[src/rtl/y86_pkg.sv]
// rtl/y86_pkg.sv - Y86-64 shared encodings and default widths
package y86_pkg;

    localparam int Y86_DATA_W = 64;
    localparam int Y86_ADDR_W = 4;
    localparam int Y86_NREGS  = 15;
    localparam int Y86_PEND_W = 2;

    typedef enum logic [3:0] {
        RRAX  = 4'h0,
        RRCX  = 4'h1,
        RRDX  = 4'h2,
        RRBX  = 4'h3,
        RRSP  = 4'h4,
        RRBP  = 4'h5,
        RRSI  = 4'h6,
        RRDI  = 4'h7,
        R8    = 4'h8,
        R9    = 4'h9,
        R10   = 4'hA,
        R11   = 4'hB,
        R12   = 4'hC,
        R13   = 4'hD,
        R14   = 4'hE,
        RNONE = 4'hF
    } reg_id_t;

    typedef enum logic [3:0] {
        IHALT   = 4'h0,
        INOP    = 4'h1,
        IRRMOVQ = 4'h2,
        IIRMOVQ = 4'h3,
        IRMMOVQ = 4'h4,
        IMRMOVQ = 4'h5,
        IOPQ    = 4'h6,
        IJXX    = 4'h7,
        ICALL   = 4'h8,
        IRET    = 4'h9,
        IPUSHQ  = 4'hA,
        IPOPQ   = 4'hB
    } icode_t;

endpackage

[src/rtl/y86_reg_scoreboard.sv]
// rtl/y86_reg_scoreboard.sv - per-register pending-write counters; REGFILE_BYPASS_EN masks busy on retiring write
module y86_reg_scoreboard
    import y86_pkg::*;
#(
    parameter int NREGS  = Y86_NREGS,
    parameter int ADDR_W = Y86_ADDR_W,
    parameter int PEND_W = Y86_PEND_W
) (
    input  logic              clk,
    input  logic              rst,
    input  logic              alloc_en,
    input  logic [ADDR_W-1:0] alloc_E,
    input  logic [ADDR_W-1:0] alloc_M,
    input  logic              wr_en,
    input  logic [ADDR_W-1:0] dstE,
    input  logic [ADDR_W-1:0] dstM,
    input  logic [ADDR_W-1:0] srcA,
    input  logic [ADDR_W-1:0] srcB,
    output logic              busyA,
    output logic              busyB,
    output logic              pend_ovf
);

    localparam logic [PEND_W-1:0] PEND_MAX = {PEND_W{1'b1}};

    logic [PEND_W-1:0] pend_q [NREGS];
    logic [PEND_W-1:0] pend_d [NREGS];
    logic              ovf_q;
    logic              ovf_d;

    function automatic logic idx_ok(input logic [ADDR_W-1:0] idx);
        return (idx != ADDR_W'(RNONE)) && (int'(idx) < NREGS);
    endfunction

    // Per-register increment on allocation, decrement on writeback; both cancel
    always_comb begin
        ovf_d = ovf_q;
        for (int i = 0; i < NREGS; i++) begin
            logic inc;
            logic dec;
            pend_d[i] = pend_q[i];
            inc = alloc_en && ((idx_ok(alloc_E) && alloc_E == ADDR_W'(i)) ||
                               (idx_ok(alloc_M) && alloc_M == ADDR_W'(i)));
            dec = wr_en && ((idx_ok(dstE) && dstE == ADDR_W'(i)) ||
                            (idx_ok(dstM) && dstM == ADDR_W'(i)));
            if (inc && !dec) begin
                if (pend_q[i] == PEND_MAX) begin
                    ovf_d = 1'b1;
                end else begin
                    pend_d[i] = pend_q[i] + 1'b1;
                end
            end else if (dec && !inc) begin
                if (pend_q[i] != '0) begin
                    pend_d[i] = pend_q[i] - 1'b1;
                end
            end
        end
    end

    // Counter and sticky overflow state, cleared asynchronously
    always_ff @(posedge clk or posedge rst) begin
        if (rst) begin
            for (int i = 0; i < NREGS; i++) begin
                pend_q[i] <= '0;
            end
            ovf_q <= 1'b0;
        end else begin
            for (int i = 0; i < NREGS; i++) begin
                pend_q[i] <= pend_d[i];
            end
            ovf_q <= ovf_d;
        end
    end

    // Busy lookups from registered counters
    always_comb begin
        busyA = idx_ok(srcA) && (pend_q[srcA] != '0);
        busyB = idx_ok(srcB) && (pend_q[srcB] != '0);
`ifdef REGFILE_BYPASS_EN
        if (busyA && wr_en && pend_q[srcA] == PEND_W'(1) &&
            ((idx_ok(dstE) && dstE == srcA) || (idx_ok(dstM) && dstM == srcA))) begin
            busyA = 1'b0;
        end
        if (busyB && wr_en && pend_q[srcB] == PEND_W'(1) &&
            ((idx_ok(dstE) && dstE == srcB) || (idx_ok(dstM) && dstM == srcB))) begin
            busyB = 1'b0;
        end
`endif
    end

    assign pend_ovf = ovf_q;

endmodule

[src/rtl/y86_regfile_mp.sv]
// rtl/y86_regfile_mp.sv - two-read/two-write Y86-64 register file; REGFILE_BYPASS_EN forwards same-cycle writes
module y86_regfile_mp
    import y86_pkg::*;
#(
    parameter int DATA_W = Y86_DATA_W,
    parameter int NREGS  = Y86_NREGS,
    parameter int ADDR_W = Y86_ADDR_W,
    parameter int PEND_W = Y86_PEND_W
) (
    input  logic              clk,
    input  logic              rst,
    input  logic [ADDR_W-1:0] srcA,
    input  logic [ADDR_W-1:0] srcB,
    output logic [DATA_W-1:0] valA,
    output logic [DATA_W-1:0] valB,
    output logic              busyA,
    output logic              busyB,
    input  logic              wr_en,
    input  logic [ADDR_W-1:0] dstE,
    input  logic [DATA_W-1:0] valE,
    input  logic [ADDR_W-1:0] dstM,
    input  logic [DATA_W-1:0] valM,
    input  logic              alloc_en,
    input  logic [ADDR_W-1:0] alloc_E,
    input  logic [ADDR_W-1:0] alloc_M,
    output logic              pend_ovf
);

    logic [DATA_W-1:0] regs_q [NREGS];
    logic [DATA_W-1:0] regs_d [NREGS];

    function automatic logic idx_ok(input logic [ADDR_W-1:0] idx);
        return (idx != ADDR_W'(RNONE)) && (int'(idx) < NREGS);
    endfunction

    // Write decode: M is applied after E so it wins on a shared index (popq %rsp)
    always_comb begin
        for (int i = 0; i < NREGS; i++) begin
            regs_d[i] = regs_q[i];
            if (wr_en && idx_ok(dstE) && dstE == ADDR_W'(i)) begin
                regs_d[i] = valE;
            end
            if (wr_en && idx_ok(dstM) && dstM == ADDR_W'(i)) begin
                regs_d[i] = valM;
            end
        end
    end

    // Register storage, cleared asynchronously
    always_ff @(posedge clk or posedge rst) begin
        if (rst) begin
            for (int i = 0; i < NREGS; i++) begin
                regs_q[i] <= '0;
            end
        end else begin
            for (int i = 0; i < NREGS; i++) begin
                regs_q[i] <= regs_d[i];
            end
        end
    end

    function automatic logic [DATA_W-1:0] read_port(input logic [ADDR_W-1:0] src);
        logic [DATA_W-1:0] val;
        val = '0;
        if (idx_ok(src)) begin
            val = regs_q[src];
`ifdef REGFILE_BYPASS_EN
            if (wr_en && idx_ok(dstM) && dstM == src) begin
                val = valM;
            end else if (wr_en && idx_ok(dstE) && dstE == src) begin
                val = valE;
            end
`endif
        end
        return val;
    endfunction

    // Combinational read ports, forced to zero while reset is held
    always_comb begin
        valA = rst ? '0 : read_port(srcA);
        valB = rst ? '0 : read_port(srcB);
    end

    y86_reg_scoreboard #(
        .NREGS  (NREGS),
        .ADDR_W (ADDR_W),
        .PEND_W (PEND_W)
    ) u_scoreboard (
        .clk      (clk),
        .rst      (rst),
        .alloc_en (alloc_en),
        .alloc_E  (alloc_E),
        .alloc_M  (alloc_M),
        .wr_en    (wr_en),
        .dstE     (dstE),
        .dstM     (dstM),
        .srcA     (srcA),
        .srcB     (srcB),
        .busyA    (busyA),
        .busyB    (busyB),
        .pend_ovf (pend_ovf)
    );

endmodule
[config.mk]
export PLATFORM = sky130hd
export DESIGN_NAME = y86_regfile_mp
export DESIGN_NICKNAME = d
export VERILOG_FILES = /design/src/rtl/y86_pkg.sv /design/src/rtl/y86_reg_scoreboard.sv /design/src/rtl/y86_regfile_mp.sv
export SDC_FILE = /design/constraint.sdc
export NUM_CORES = 2
export LEC_CHECK = 0
export BUFFER_PORTS_ARGS = -buffer_cell sky130_fd_sc_hd__buf_2
export CAP_MARGIN = 30
export CORE_MARGIN = 5
export CORE_UTILIZATION = 60
export CTS_BUF_LIST = sky130_fd_sc_hd__clkbuf_4 sky130_fd_sc_hd__clkbuf_8 sky130_fd_sc_hd__clkbuf_16
export CTS_CLUSTER_SIZE = 40
export DETAILED_ROUTE_END_ITERATION = 16
export GPL_ROUTABILITY_DRIVEN = 0
export HOLD_SLACK_MARGIN = 0.06
export PLACE_DENSITY = 0.79
export REMOVE_ABC_BUFFERS = 1
export SYNTH_ARGS = -nofsm -noshare
export SYNTH_HDL_FRONTEND = slang
export SYNTH_SLANG_ARGS = --single-unit
[constraint.sdc]
create_clock -name clk -period 86.3 [get_ports clk]
set_clock_uncertainty 0.05 [all_clocks]
set_input_delay 4.315 -clock clk [delete_from_list [all_inputs] [get_ports clk]]
set_output_delay 4.315 -clock clk [all_outputs]
set_load 0.1 [all_outputs]
* Word level (Yosys, flattened, before mapping)
Cells that the tools add are included.
** Storage, ports and cells
- Register bits after elaboration :: 991
- Bits in latches :: 0
- Bits in writable memories :: 0
- Memory bits (read-only) :: 0
- Input port bits :: 156
- Output and inout bits :: 131
- Memories :: 0
** Operators by class
- Add/subtract/negate cells :: 30
- $mul :: 0
- Div/mod/pow operators :: 0
- Order comparisons :: 8
- Equality and inequality tests :: 92
- Shift operators :: 0
- Mux-type cells :: 136
- Bitwise logic cells :: 2
- Reductions and logical operators :: 301
** Operators by type and width (number)
- 64-bit 2-to-1 mux :: 38
- 64-bit binary-select mux with 4-bit select :: 2
- 1-bit logical AND :: 160
- 2-bit 2-to-1 mux :: 64
- 2-bit nonzero test :: 62
- 4-bit equality test, second input constant :: 28
- 4-bit by 3-bit equality test with 1-bit output, second input constant :: 16
- 3-bit AND reduction :: 15
- 4-bit by 2-bit equality test with 1-bit output, second input constant :: 8
- 2-bit by 1-bit adder with 2-bit output, second input constant :: 15
- 2-bit equality test, second input constant :: 15
- 1-bit logical NOT :: 30
- 1-bit logical OR :: 30
- 1-bit 2-to-1 mux :: 30
- 2-bit inequality test, second input constant :: 15
- 2-bit by 1-bit subtractor with 2-bit output, second input constant :: 15
- 4-bit less-than comparator, second input constant :: 6
- 4-bit inequality test, second input constant :: 6
- 2-bit binary-select mux with 4-bit select :: 2
- 4-bit by 1-bit equality test with 1-bit output, second input constant :: 4
- 4-bit logical NOT :: 4
- 5-bit greater-or-equal comparator, second input constant :: 2
- 4-bit inverter with 5-bit output :: 2

* Depth between registers and ports, before layout
- Depth after elaboration :: 36
- Mapped depth :: 9
- Mapped depth without buffers :: 5

* Modules after synthesis
From an unflattened synthesis, not the netlist that was laid out.
** Second synthesis, totals
- Cell total of the unflattened synthesis :: 5954
- Area, all modules :: 61864.3 um^2
** By module, submodules not included
- y86_regfile_mp :: instances 1, cells each 5633, area an instance 59274.3 um^2
- y86_reg_scoreboard :: instances 1, cells each 321, area an instance 2590.0 um^2

* Worst setup path after synthesis
No wires, ideal clock.
- Kind :: input to output
- Start point :: input port rst
- End point :: output port valB[0]
- Data arrival time :: 32301 ps
- Data required time :: 81935 ps
- Setup slack :: 49634 ps
- Cell stages on the path :: 3
- Path buffers :: 0
- Cells stage by stage :: inv_1 > o21ai_1 > nor2b_1
** Between the ends
- Word-level cells in the longest chain between the ends :: 1
** Ends and longest elaborated chain
- start, declared :: RTL line y86_regfile_mp.sv:11 : input logic rst,
- 64-bit 2-to-1 mux :: RTL line y86_regfile_mp.sv:81 : valB = rst ? '0 : read_port(srcB);
- end, declared :: RTL line y86_regfile_mp.sv:15 : output logic [DATA_W-1:0] valB,
Every way passes these cells.

* Worst setup path after layout
- Start point :: input port srcA[1]
- End point :: output port valA[14]
** Between the ends
- Word-level cells in the longest chain between the ends :: 6
- Elaborated cells between the ends (all ways) :: 9
- Classes of those cells :: 1 x order compare; 1 x eq/ne; 5 x mux; 1 x bitwise; 1 x reduce/logical
** Ends and longest elaborated chain
- start, declared :: RTL line y86_regfile_mp.sv:12 : input logic [ADDR_W-1:0] srcA,
- 4-bit inverter with 5-bit output (implied by the code) :: RTL line y86_regfile_mp.sv:66 : val = regs_q[src];
- 64-bit binary-select mux with 4-bit select :: RTL line y86_regfile_mp.sv:66
- 64-bit 2-to-1 mux (implied by the code) (2 in series) :: RTL line y86_regfile_mp.sv:66
- 64-bit 2-to-1 mux * :: RTL line y86_regfile_mp.sv:65 : if (idx_ok(src)) begin
- 64-bit 2-to-1 mux * :: RTL line y86_regfile_mp.sv:80 : valA = rst ? '0 : read_port(srcA);
- end, declared :: RTL line y86_regfile_mp.sv:14 : output logic [DATA_W-1:0] valA,
Every way passes the cells marked *; elsewhere a longest branch is shown, timed or not. The select of a mux whose other input is x is not followed.

==> reports/metrics.csv <==
stage,metric,value,unit
layout,layout_commonest_cell,nand2_1,
global_routing,antenna_found_initial,49,
synthesis,synth-seq-cells,991,
setup_path,path_max_fanout,72,
sta,holdWs,0.455,ns
synthesis,syn_area,0.0621,mm2
place,portBuffers,286,
layout,layout-drive-gt1-share,19.3,%
synthesis,ys_seq_area_share,39.9,%
place,dp_hpwl,121000,um
drt,routed_wl,218000,um
drt,met2_length,97800,um
synthesis,async_reset_ff_share,100,%
setup_path,endpoint_kind,output pin,
run_status,status,finished clean,
sta,fmax,76.4,MHz
drt,drt_iter0_markers,8198,
power_and_ir_drop,clockPowerShare,30.4,%
floorplanning,start_util,60.2,%
floorplanning,io_pins,287,
floorplanning,dieArea,0.110,mm2
clock_tree,cts_setup_buffers,0,
min_path,min_path_type,flop to flop,
floorplanning,fp.dieW,332,um
global_routing,grt-ovfl-total,0,
clock_tree,root_buffer,clkbuf_16,
synthesis,synth_cell_types,56,
setup_path,cp-start-kind,input pin,
global_routing,groute.usage.overall,38.6,%
synthesis,synth_edf_count,0,
synthesis,syn_avg_cell_area,10.2,um2
place,placed_area,0.0638,mm2
power_and_ir_drop,max-vdd-ir-drop,0.0214,mV
layout,multi_input_area,0.0347,mm2
clock_tree,clkTransAtPathRegs,0.06,ns
setup_path,critical_path_class,input pin to output pin,
power_and_ir_drop,p_switching,0.556,mW
setup_path,cpPeakStageDelay,0.92,ns
synthesis,yosysWarnings,0,
power_and_ir_drop,p_int,1.07,mW
sta,drv_slew,0,
sta,finalCritPeriodShare,15.2,%
synthesis,ys_dominant_reg_cell,dfrtp_1,
sta,slew_headroom,27.8,%
synthesis,synthCells,6069,
clock_tree,cts_hold_buf,0,
clock_tree,numCtsBuffers,108,
drt,dr_wl_met3,28900,um
setup_path,crit_arrival,8.73,ns
setup_path,cp_cell_sequence,buf_8 > buf_4 > buf_4 > buf_4 > a41o_4 > nor2b_1 > buf_2,
clock_tree,cts_tree,done,
setup_path,crit_required,81.94,ns
sta,fin_crit,13.09,ns
layout,final_cell_mix,"nand2_1 (1318), dfrtp_1 (991), mux2i_1 (889)",
layout,nNetsFinal,6081,
run,drv_cap,0,
setup_path,critPathLaunch,srcA[1],
floorplanning,die_h,332,um
drt,wl_met1,75200,um
layout,fin_area,0.0679,mm2
drt,first_pass_iters,12,
drt,wl_per_cell,29.3,um
sta,hold_viol,0,
sta,worstMarginPinSlew,1.08,ns
layout,area_growth,9.30,%
drt,dr.max_layer_used,met5,
power_and_ir_drop,p_leak,26.5,nW
global_routing,grt_max_degree,177,
layout,seq_area,0.0248,mm2
min_path,hp-start,regs_q[286],
power_and_ir_drop,comb_power_share,27.9,%
setup_path,cp_slowest_cell,a41o_4,
global_routing,grt_pass1_vias,52900,
layout,n_fill_cell,7579,
clock_tree,clock_latency,0.72,ns
power_and_ir_drop,power_density,24.0,mW/mm2
setup_path,reg2reg_from,u_scoreboard.pend_q[23],
sta,finalSetupViolations,0,
drt,viasPerCell,7.14,
drt,drc,0,
floorplanning,coreArea,0.103,mm2
clock_tree,cts.repair.resized,0,
floorplanning,rows,118,
sta,rsz0062_at_grt,no,
clock_tree,cts.sinks,991,
global_routing,grt_pass1_wl,328000,um
sta,finalSetupTns,0,ns
setup_path,crit_path_frequent_cell,buf_4,
layout,utilization,65.8,%
drt,dr_total_vias,53000,
clock_tree,cts_max_level,3,
power_and_ir_drop,sequentialPowerShare,41.7,%
power_and_ir_drop,netSwitchingFraction,34.2,%
drt,ant_nets,0,
clock_tree,cts_buffer_depth,3,
## through the flow
step / power [mW] / setup slack, ns / instances
finish: 1.63 / 73.21 / 7427
floorplan: 0.985 / 38.34 / 5412
CTS: 1.61 / 73.28 / 7385
global route: 1.69 / 73.12 / 7413
global placement: 1.10 / 73.44 / 7176
detailed placement: 1.12 / 73.26 / 7186
## power groups by stage
stage | Clock [mW] | Sequential [mW] | Combinational [mW]
after CTS | 0.495 | 0.671 | 0.448
after global routing | 0.514 | 0.688 | 0.485
after floorplan | 0 | 0.647 | 0.338
after global placement | 0 | 0.668 | 0.429
after detailed placement | 0 | 0.676 | 0.445
final | 0.495 | 0.678 | 0.454
## logic make-up after synthesis
logic type / synth area share, %
buf+inv: 4.64
flops: 39.9
simple gates: 12.0
mux: 33.0
xor+xnor: 0.0564
compound gates: 10.3
## synth_stat cells (3+ instances only)
library cell  number  share of area, %
mux4_2           516                19
nand3b_1           4             0.048
nor4_1            23              0.23
nand2b_1           8             0.081
o21a_1             8             0.097
a21boi_0           3             0.036
nor2b_1          131               1.3
nand2_1         1318               8.0
xnor2_1            3             0.042
inv_1              7             0.042
a21oi_1           23              0.19
nor4bb_1          12              0.19
and4b_1            8              0.13
a211oi_1           7             0.085
buf_2            140               1.1
a31oi_1          192               1.9
o21ai_0          851               6.9
o21ai_1           73              0.59
a22oi_1           11              0.13
a2111oi_0          3             0.042
dfrtp_1          991                40
a21o_1             5             0.060
nor4b_1            8              0.11
nand3_1            4             0.032
buf_4             45              0.54
a221o_1            3             0.048
nor3_1            27              0.22
buf_6              6              0.11
buf_1             46              0.28
clkbuf_1         420               2.5
nor2_1           242               1.5
o22ai_1            9             0.091
and2_1             3             0.030
mux2i_1          889                14
## layout make-up
type | count | area share, %
multi-input combinational | 4414 | 51.1
sequential | 991 | 36.5
clock buffer | 153 | 4.70
timing repair buffer | 403 | 4.10
tap | 1380 | 2.54
clock inverter | 46 | 0.877
antenna | 33 | 0.122
inverter | 7 | 0.0497
## metal layers
layer  global-route usage (%)  vias up
met5                        0        -
met4                     25.2       24
met3                     10.7     1076
met2                     58.3     4345
met1                     49.4    26000
li1                         -    21600
## flip-flops by register name (all words and copies together) (netlist names)
signal	count
regs_q	960
u_scoreboard.pend_ovf	1
u_scoreboard.pend_q	30
## final timing paths
check | endpoint | slack [ns] | cells after the start
min in group asynchronous | regs_q[921] | 3.78 | 2
max in group asynchronous | regs_q[130] | 79.26 | 5
setup / recovery | valA[14] | 73.21 | 7
hold reg to reg | regs_q[286] | 0.45 | 2
setup reg to reg | u_scoreboard.pend_ovf | 84.62 | 4
hold / removal | regs_q[286] | 0.45 | 2
## critical path: cells and delay by family
kind	cells	cell delay, ns
buffers and inverters	5	2.98
AO/OA/AOI/OAI	1	0.92
AND/OR/NAND/NOR	1	0.12
Power figures use the tool's default switching activity.
